`config.mk`:
```
export PLATFORM = sky130hd
export DESIGN_NAME = add_serial_m
export DESIGN_NICKNAME = d
export VERILOG_FILES = /design/src/rtl/add_serial_m.sv
export SDC_FILE = /design/constraint.sdc
export NUM_CORES = 1
export LEC_CHECK = 0
export CORE_MARGIN = 5
export CORE_UTILIZATION = 50
export DETAILED_ROUTE_END_ITERATION = 10
export GPL_TIMING_DRIVEN = 0
export HOLD_SLACK_MARGIN = 0.06
export PLACE_DENSITY = 0.77
export SYNTH_ARGS = -nofsm -noshare
export SYNTH_HDL_FRONTEND = slang
export SYNTH_SLANG_ARGS = --single-unit
```
`constraint.sdc`:
```
create_clock -name clk_i -period 5.75 [get_ports clk_i]
set_input_delay 1.725 -clock clk_i [delete_from_list [all_inputs] [get_ports clk_i]]
set_output_delay 1.725 -clock clk_i [all_outputs]
set_load 0.005 [all_outputs]
```
`src/rtl/add_serial_m.sv`:
```
// M-lane bit-serial adder/subtractor: one full-adder cell per lane, LSB first,
// W cycles per operand set, valid/ready handshake on both sides.
module add_serial_m #(
    parameter int M = 16,
    parameter int W = 8
) (
    input  logic         clk_i,
    input  logic         rst_ni,
    input  logic         valid_i,
    output logic         ready_o,
    input  logic         sub_i,
    input  logic [W-1:0] a_i     [0:M-1],
    input  logic [W-1:0] b_i     [0:M-1],
    output logic         valid_o,
    input  logic         ready_i,
    output logic [W-1:0] sum_o   [0:M-1],
    output logic         carry_o [0:M-1],
    output logic         ovf_o   [0:M-1],
    output logic         busy_o
);

    localparam int CW = (W < 1) ? 1 : $clog2(W + 1);

    typedef enum logic [1:0] {IDLE, RUN, DONE} state_e;

    state_e        state_q, state_d;
    logic [CW-1:0] cnt_q, cnt_d;
    logic          sub_q, sub_d;
    logic [W-1:0]  a_q   [0:M-1];
    logic [W-1:0]  a_d   [0:M-1];
    logic [W-1:0]  b_q   [0:M-1];
    logic [W-1:0]  b_d   [0:M-1];
    logic [W-1:0]  res_q [0:M-1];
    logic [W-1:0]  res_d [0:M-1];
    logic [W-1:0]  sum_q [0:M-1];
    logic [W-1:0]  sum_d [0:M-1];
    logic [M-1:0]  c_q, c_d, carry_q, carry_d, ovf_q, ovf_d;
    logic [M-1:0]  fa_s, fa_co;
    logic          last;

    assign last    = (cnt_q == CW'(W - 1));
    assign ready_o = (state_q == IDLE);
    assign busy_o  = (state_q == RUN);
    assign valid_o = (state_q == DONE);

    // Shift a new bit into the MSB end; the result lands LSB-aligned after W shifts.
    function automatic logic [W-1:0] shift_in(input logic [W-1:0] v, input logic s);
        logic [W-1:0] r;
        r        = v >> 1;
        r[W-1]   = s;
        return r;
    endfunction

    for (genvar i = 0; i < M; i++) begin : g_lane
        logic b_eff;
        assign b_eff     = b_q[i][0] ^ sub_q;
        assign fa_s[i]   = a_q[i][0] ^ b_eff ^ c_q[i];
        assign fa_co[i]  = (a_q[i][0] & b_eff) | ((a_q[i][0] ^ b_eff) & c_q[i]);
        assign sum_o[i]  = sum_q[i];
        assign carry_o[i] = carry_q[i];
        assign ovf_o[i]  = ovf_q[i];
    end

    always_comb begin
        // NOTE: every _d gets its hold value first, so no path through this block infers a latch.
        state_d = state_q;
        cnt_d   = cnt_q;
        sub_d   = sub_q;
        a_d     = a_q;
        b_d     = b_q;
        res_d   = res_q;
        sum_d   = sum_q;
        c_d     = c_q;
        carry_d = carry_q;
        ovf_d   = ovf_q;
        case (state_q)
            IDLE: begin
                if (valid_i) begin
                    state_d = RUN;
                    cnt_d   = '0;
                    sub_d   = sub_i;
                    c_d     = {M{sub_i}};
                    for (int i = 0; i < M; i++) begin
                        a_d[i] = a_i[i];
                        b_d[i] = b_i[i];
                    end
                end
            end
            RUN: begin
                cnt_d = cnt_q + 1'b1;
                c_d   = fa_co;
                for (int i = 0; i < M; i++) begin
                    a_d[i]   = a_q[i] >> 1;
                    b_d[i]   = b_q[i] >> 1;
                    res_d[i] = shift_in(res_q[i], fa_s[i]);
                    if (last) sum_d[i] = res_d[i];
                end
                if (last) begin
                    // Signed overflow: carry into the MSB differs from carry out of it.
                    carry_d = fa_co;
                    ovf_d   = c_q ^ fa_co;
                    state_d = DONE;
                end
            end
            DONE: begin
                if (ready_i) state_d = IDLE;
            end
            default: state_d = IDLE;
        endcase
    end

    // NOTE: the shift/result arrays are small flop banks, not RAM, so they are reset like any register.
    always_ff @(posedge clk_i or negedge rst_ni) begin
        if (!rst_ni) begin
            state_q <= IDLE;
            cnt_q   <= '0;
            sub_q   <= 1'b0;
            c_q     <= '0;
            carry_q <= '0;
            ovf_q   <= '0;
            for (int i = 0; i < M; i++) begin
                a_q[i]   <= '0;
                b_q[i]   <= '0;
                res_q[i] <= '0;
                sum_q[i] <= '0;
            end
        end else begin
            // NOTE: non-blocking so every register samples pre-edge values regardless of statement order.
            state_q <= state_d;
            cnt_q   <= cnt_d;
            sub_q   <= sub_d;
            c_q     <= c_d;
            carry_q <= carry_d;
            ovf_q   <= ovf_d;
            a_q     <= a_d;
            b_q     <= b_d;
            res_q   <= res_d;
            sum_q   <= sum_d;
        end
    end

endmodule
```
### After elaboration in Yosys (flattened, before gate mapping)

Index checks and enable logic that the tools add are counted.

| operators by class | value |
|---|---|
| divide/modulo/power cells | 0 |
| add/subtract/negate cells | 1 |
| multiply operators | 0 |
| equal/unequal tests | 6 |
| shift-type cells | 0 |
| reduce and logical (&&, ||, !) cells | 6 |
| mux-type cells | 12 |
| bitwise gates (word level) | 97 |
| magnitude comparators | 0 |

Operator list:

| operator | number |
|---|---|
| $pmux W128 S2 | 2 |
| $mux W128 | 2 |
| $xor A1 B1 Y1 | 48 |
| $and A1 B1 Y1 | 32 |
| $pmux W16 S2 | 1 |
| $mux W16 | 1 |
| $or A1 B1 Y1 | 16 |
| $xor A16 B16 Y16 | 1 |
| $pmux W4 S2 | 1 |
| $mux W2 | 3 |
| $pmux W2 S3 | 1 |
| $reduce_and A2 Y1 | 3 |
| $add A4 B1 Y4 const B | 1 |
| $eq A4 B3 Y1 const B | 1 |
| $mux W4 | 1 |
| $ne A2 B1 Y1 const B | 2 |
| $reduce_and A3 Y1 | 1 |
| $eq A2 B1 Y1 const B | 1 |
| $eq A2 B2 Y1 const B | 1 |
| $logic_not A2 Y1 | 1 |
| $ne A2 B2 Y1 const B | 1 |
| $reduce_bool A2 Y1 | 1 |

| word-level totals | value |
|---|---|
| flip-flop bits (word level) | 567 |
| output and inout bits | 163 |
| logic and storage cells | 192 |
| memories kept | 0 |
| ROM bits | 0 |
| input bits | 261 |
| bits in latches | 0 |
| bits in writable memories | 0 |

### Logic depth before layout (Yosys ltp)

| logic depth | value |
|---|---|
| word-level depth | 5 |
| gate-level depth with buffers | 7 |
| gate-level depth less buffers | 4 |

### Worst setup path after synthesis

OpenSTA, ideal clock, no wires.

| timing path | value |
|---|---|
| kind | reg2out |
| start point | reg state_q[0] |
| end point | out ready_o |
| path buffers | 4 |
| data arrival time | 1,132 ps |
| setup slack | 2,893 ps |
| required time | 4,025 ps |
| cell stages (with the launch flop) | 6 |
| cell sequence | dfrtp_1 > buf_4 > buf_4 > buf_2 > buf_2 > nor2_1 |

| on the way | value |
|---|---|
| cells in the longest elaborated chain, start to end | 1 |

Ends and longest elaborated chain:

| item | line | source |
|---|---|---|
| start: declaration | 26 | `state_e state_q, state_d;` |
| start signal: assignment | 129 | `state_q <= state_d;` |
| $logic_not A2 Y1 | 42 | `assign ready_o = (state_q == IDLE);` |
| end: declaration | 10 | `output logic ready_o,` |

Every way passes these cells.

### Worst setup path in the final report

| timing path | value |
|---|---|
| start point | reg state_q[1] |
| end point | out busy_o |

| on the way | value |
|---|---|
| cells in the longest elaborated chain, start to end | 1 |

Ends and longest elaborated chain:

| item | line | source |
|---|---|---|
| $eq A2 B1 Y1 | 43 | `assign busy_o = (state_q == RUN);` |
| end: declaration | 19 | `output logic busy_o` |

Every way passes these cells.

==> key figures <==
Synth
  • #FFs+latches synth: 551
  • Most frequent cell after synthesis: nand2_1
  • Share of the synthesized area in the top cell type: between 50% and 60%
  • Post-Syn Area per Cell: between 10 and 15 sq um
  • Synth top cells by count: nand2_1, dfrtp_1, o21ai_0, a21oi_1, and3b_1
  • Number of synthesized flops with an enable pin: 0
  • YS warnings: 0
  • Register area share after synthesis: 57.0%
  • Asr flop ratio synth: 100%
  • Most used DFF post-synth: dfrtp_1
  • Synth unique cells: 32
  • Post-synth top area cell: dfrtp_1
  • Mapped Nets: 2,626
  • Syn Inst Count: between 2,000 and 2,500
  • Synthesized area: 24,200 sq um
  • Top cells by area, synth: dfrtp_1, nand2_1, and3b_1

Global routing
  • First-pass GRT wire length: ~110,000 microns
  • Largest net degree at the start of global routing: about 130
  • Vias in the first global route: 19,519
  • Final global-route overflow total: 0
  • Initial antenna violation count: 20
  • GRT Resource Usage Total: a little over a quarter

STA
  • Final hold vios: 0
  • TNS Setup: 0 ns
  • FMAX: ~0.23 GHz
  • Final Skew: 0.0162 ns
  • Slew Viols, Final: 0
  • Rel. slew slack: between 30% and 40%
  • RSZ-0062 raised after global routing: no
  • Setup Viol. Count Final: 0
  • Final min period: about 4.3 ns
  • Fin crit share: between 70% and 80%
  • Slew at the pin with the worst max-slew slack: between 0.9 and 1 ns

Clock network
  • Insertion delay to the later sink of the worst-skew pair: around 0.59 ns
  • Root Driver: clkbuf_16
  • CTS tree: done
  • # clock sinks: approximately 550
  • H-tree depth: 2
  • Post-CTS sizing: 0
  • CTS Buf Count: 54
  • Clk slew on worst S/H paths: 0.06 ns
  • Hold buffers post-CTS: 0
  • Post-CTS setup buffer count: 0
  • Clock Tree Buf Depth: 3

Setup path
  • Crit path required time: just over 4 ns
  • Slowest-stage cell, CP: clkdlybuf4s50_1
  • CP arrival: around 2.6 ns
  • Crit end category: output port
  • Crit path cell chain: nand2b_1 > buf_2 > inv_2 > clkbuf_1 > clkdlybuf4s50_1
  • CP Max Fanout: 10
  • Critical Path Start Type: flip-flop
  • CP Class: reg2out
  • CP peak stage delay: 0.64 ns

Routing
  • DR WL/cell: 20.1 microns
  • Max Used Layer: met5
  • Via count: between 15,000 and 20,000
  • Iteration-0 DRC count of the detailed router: roughly 1,300
  • Routed wl met3: between 5000 and 6000 microns
  • ANT nets after route: 0
  • Drc violations: 0
  • Met2 Routed Length: around 33,000 microns
  • DRT Pass-1 Iters: 5
  • Vias per Instance: ~5.5
  • Detailed Route WL: approximately 70,000 microns
  • M1 wire length: ~29,000 microns

Run
  • Max Cap Violations: 0

Power and ir drop
  • Leak: ~15 nW
  • Switch Pwr: 0.00571 W
  • Sequential power share: approximately two fifths
  • Pwr dens: around 520 nW/um^2
  • Total design power: around 0.016 W
  • Gate power share: 36.8%
  • Max VDD drop: 0.252 mV
  • Clock power share: 22.7%
  • P_int: roughly 0.011 W
  • Switching Fraction: about a third

Status
  • Status: finished clean

Floorplan
  • Rows: 80
  • Core Region: about 48,000 sq um
  • Die width: about 230 microns
  • Num ports: roughly 420
  • Die area: roughly 53,000 sq um
  • Initial core utilization: around 51%
  • Die H: ~230 microns

Final layout
  • Share of layout cells above drive strength 1: slightly below 9%
  • Fin area: between 30,000 and 40,000 sq um
  • Layout area overhead: 28.8%
  • Fillers: about 3,800
  • # nets final: 3,109
  • Fin util: roughly 65%

Worst hold path
  • Worst Hold Class: reg2reg

Placement
  • Hpwl dp: between 50,000 and 60,000 microns
  • Post-DP Area: just under 30,000 sq um
  • Port-buffer cells: between 400 and 500
  • Routability cong.: about 0.89
[area by class of cell]
cell class              count  area, sq um  area share (%)
plain buffers             185          868            2.78
multi-input cells        1545         9300            29.8
well taps                 615          769            2.47
repair buffers            427         4350            13.9
clock buffers              72         1550            4.97
inverters                  67          251           0.807
diodes                     10         25.0          0.0803
clock inverters            23          284           0.911
flip-flops and latches    551        13800            44.2
[flip-flops by register name, indices dropped and copies added (netlist names)]
name,flops
a_q,128
res_q,112
sum_o,128
c_q,16
sub_q,1
state_q,2
carry_q,16
ovf_q,16
cnt_q,4
b_q,128
[per-stage QoR]
stage	hold WS, ns	cells	worst slack, ns
global route	0.496	3491	1.30
global placement	0.454	3386	-20.53
detailed placement	0.469	3390	1.31
CTS	0.484	3485	1.39
floorplan	0.440	2348	2.89
finish	0.479	3495	1.45
[cells by family (layout without fill, tap and decap cells)]
group	count (synthesis)	count (layout)	share of synthesized area [%]
multiplexers	160	160	7.28
other	0	10	0
buffers and inverters	252	774	4.63
AND/OR/NAND/NOR	813	813	17.4
flip-flops	551	551	57.0
AO/OA/AOI/OAI	522	522	11.2
XOR/XNOR	33	33	1.19
adder cells (fa/ha/maj)	17	17	1.38
[power by group through the flow]
stage | Clock (W) | Sequential [W] | Combinational, W
5_1_grt | 0.00387 | 0.00675 | 0.00660
4_1_cts | 0.00372 | 0.00657 | 0.00603
3_3_place_gp | 0 | 0.00655 | 0.00573
2_1_floorplan | 0 | 0.00631 | 0.00338
6_report | 0.00367 | 0.00657 | 0.00597
3_5_place_dp | 0 | 0.00662 | 0.00598
[critical path: cells and delay by family, from the launching register on]
kind	cells	cell delay (ns)
buffers and inverters	4	1.40
flip-flops	1	0.43
AND/OR/NAND/NOR	1	0.16
[path summary, 6_finish.rpt]
check,start,end,slack [ns],depth (start not counted)
max,state_q[1],busy_o,1.45,5
min,a_q[42],a_q[42],0.48,2
max reg2reg,sub_q,ovf_q[2],3.31,6
min reg2reg,a_q[42],a_q[42],0.48,2
max in group asynchronous,rst_ni,res_q[123],3.44,2
min in group asynchronous,rst_ni,sum_o[65],1.17,1
[layout by cell type, fill, tap and decap left out, types with 57 or more instances in the layout]
master	instances
inv_1	66
buf_2	70
mux2_2	71
clkdlybuf4s50_1	422
clkbuf_1	105
o21ai_0	240
a21oi_1	224
nand2_1	581
and3b_1	224
dfrtp_1	551
mux2_1	57
[metal layers]
metal	track usage, %	vias to the layer above
li1	-	8875
met1	33.7	9391
met4	10.3	22
met2	42.6	601
met3	6.59	171
met5	0	-
Note: power is estimated with default switching activity, not from simulation.
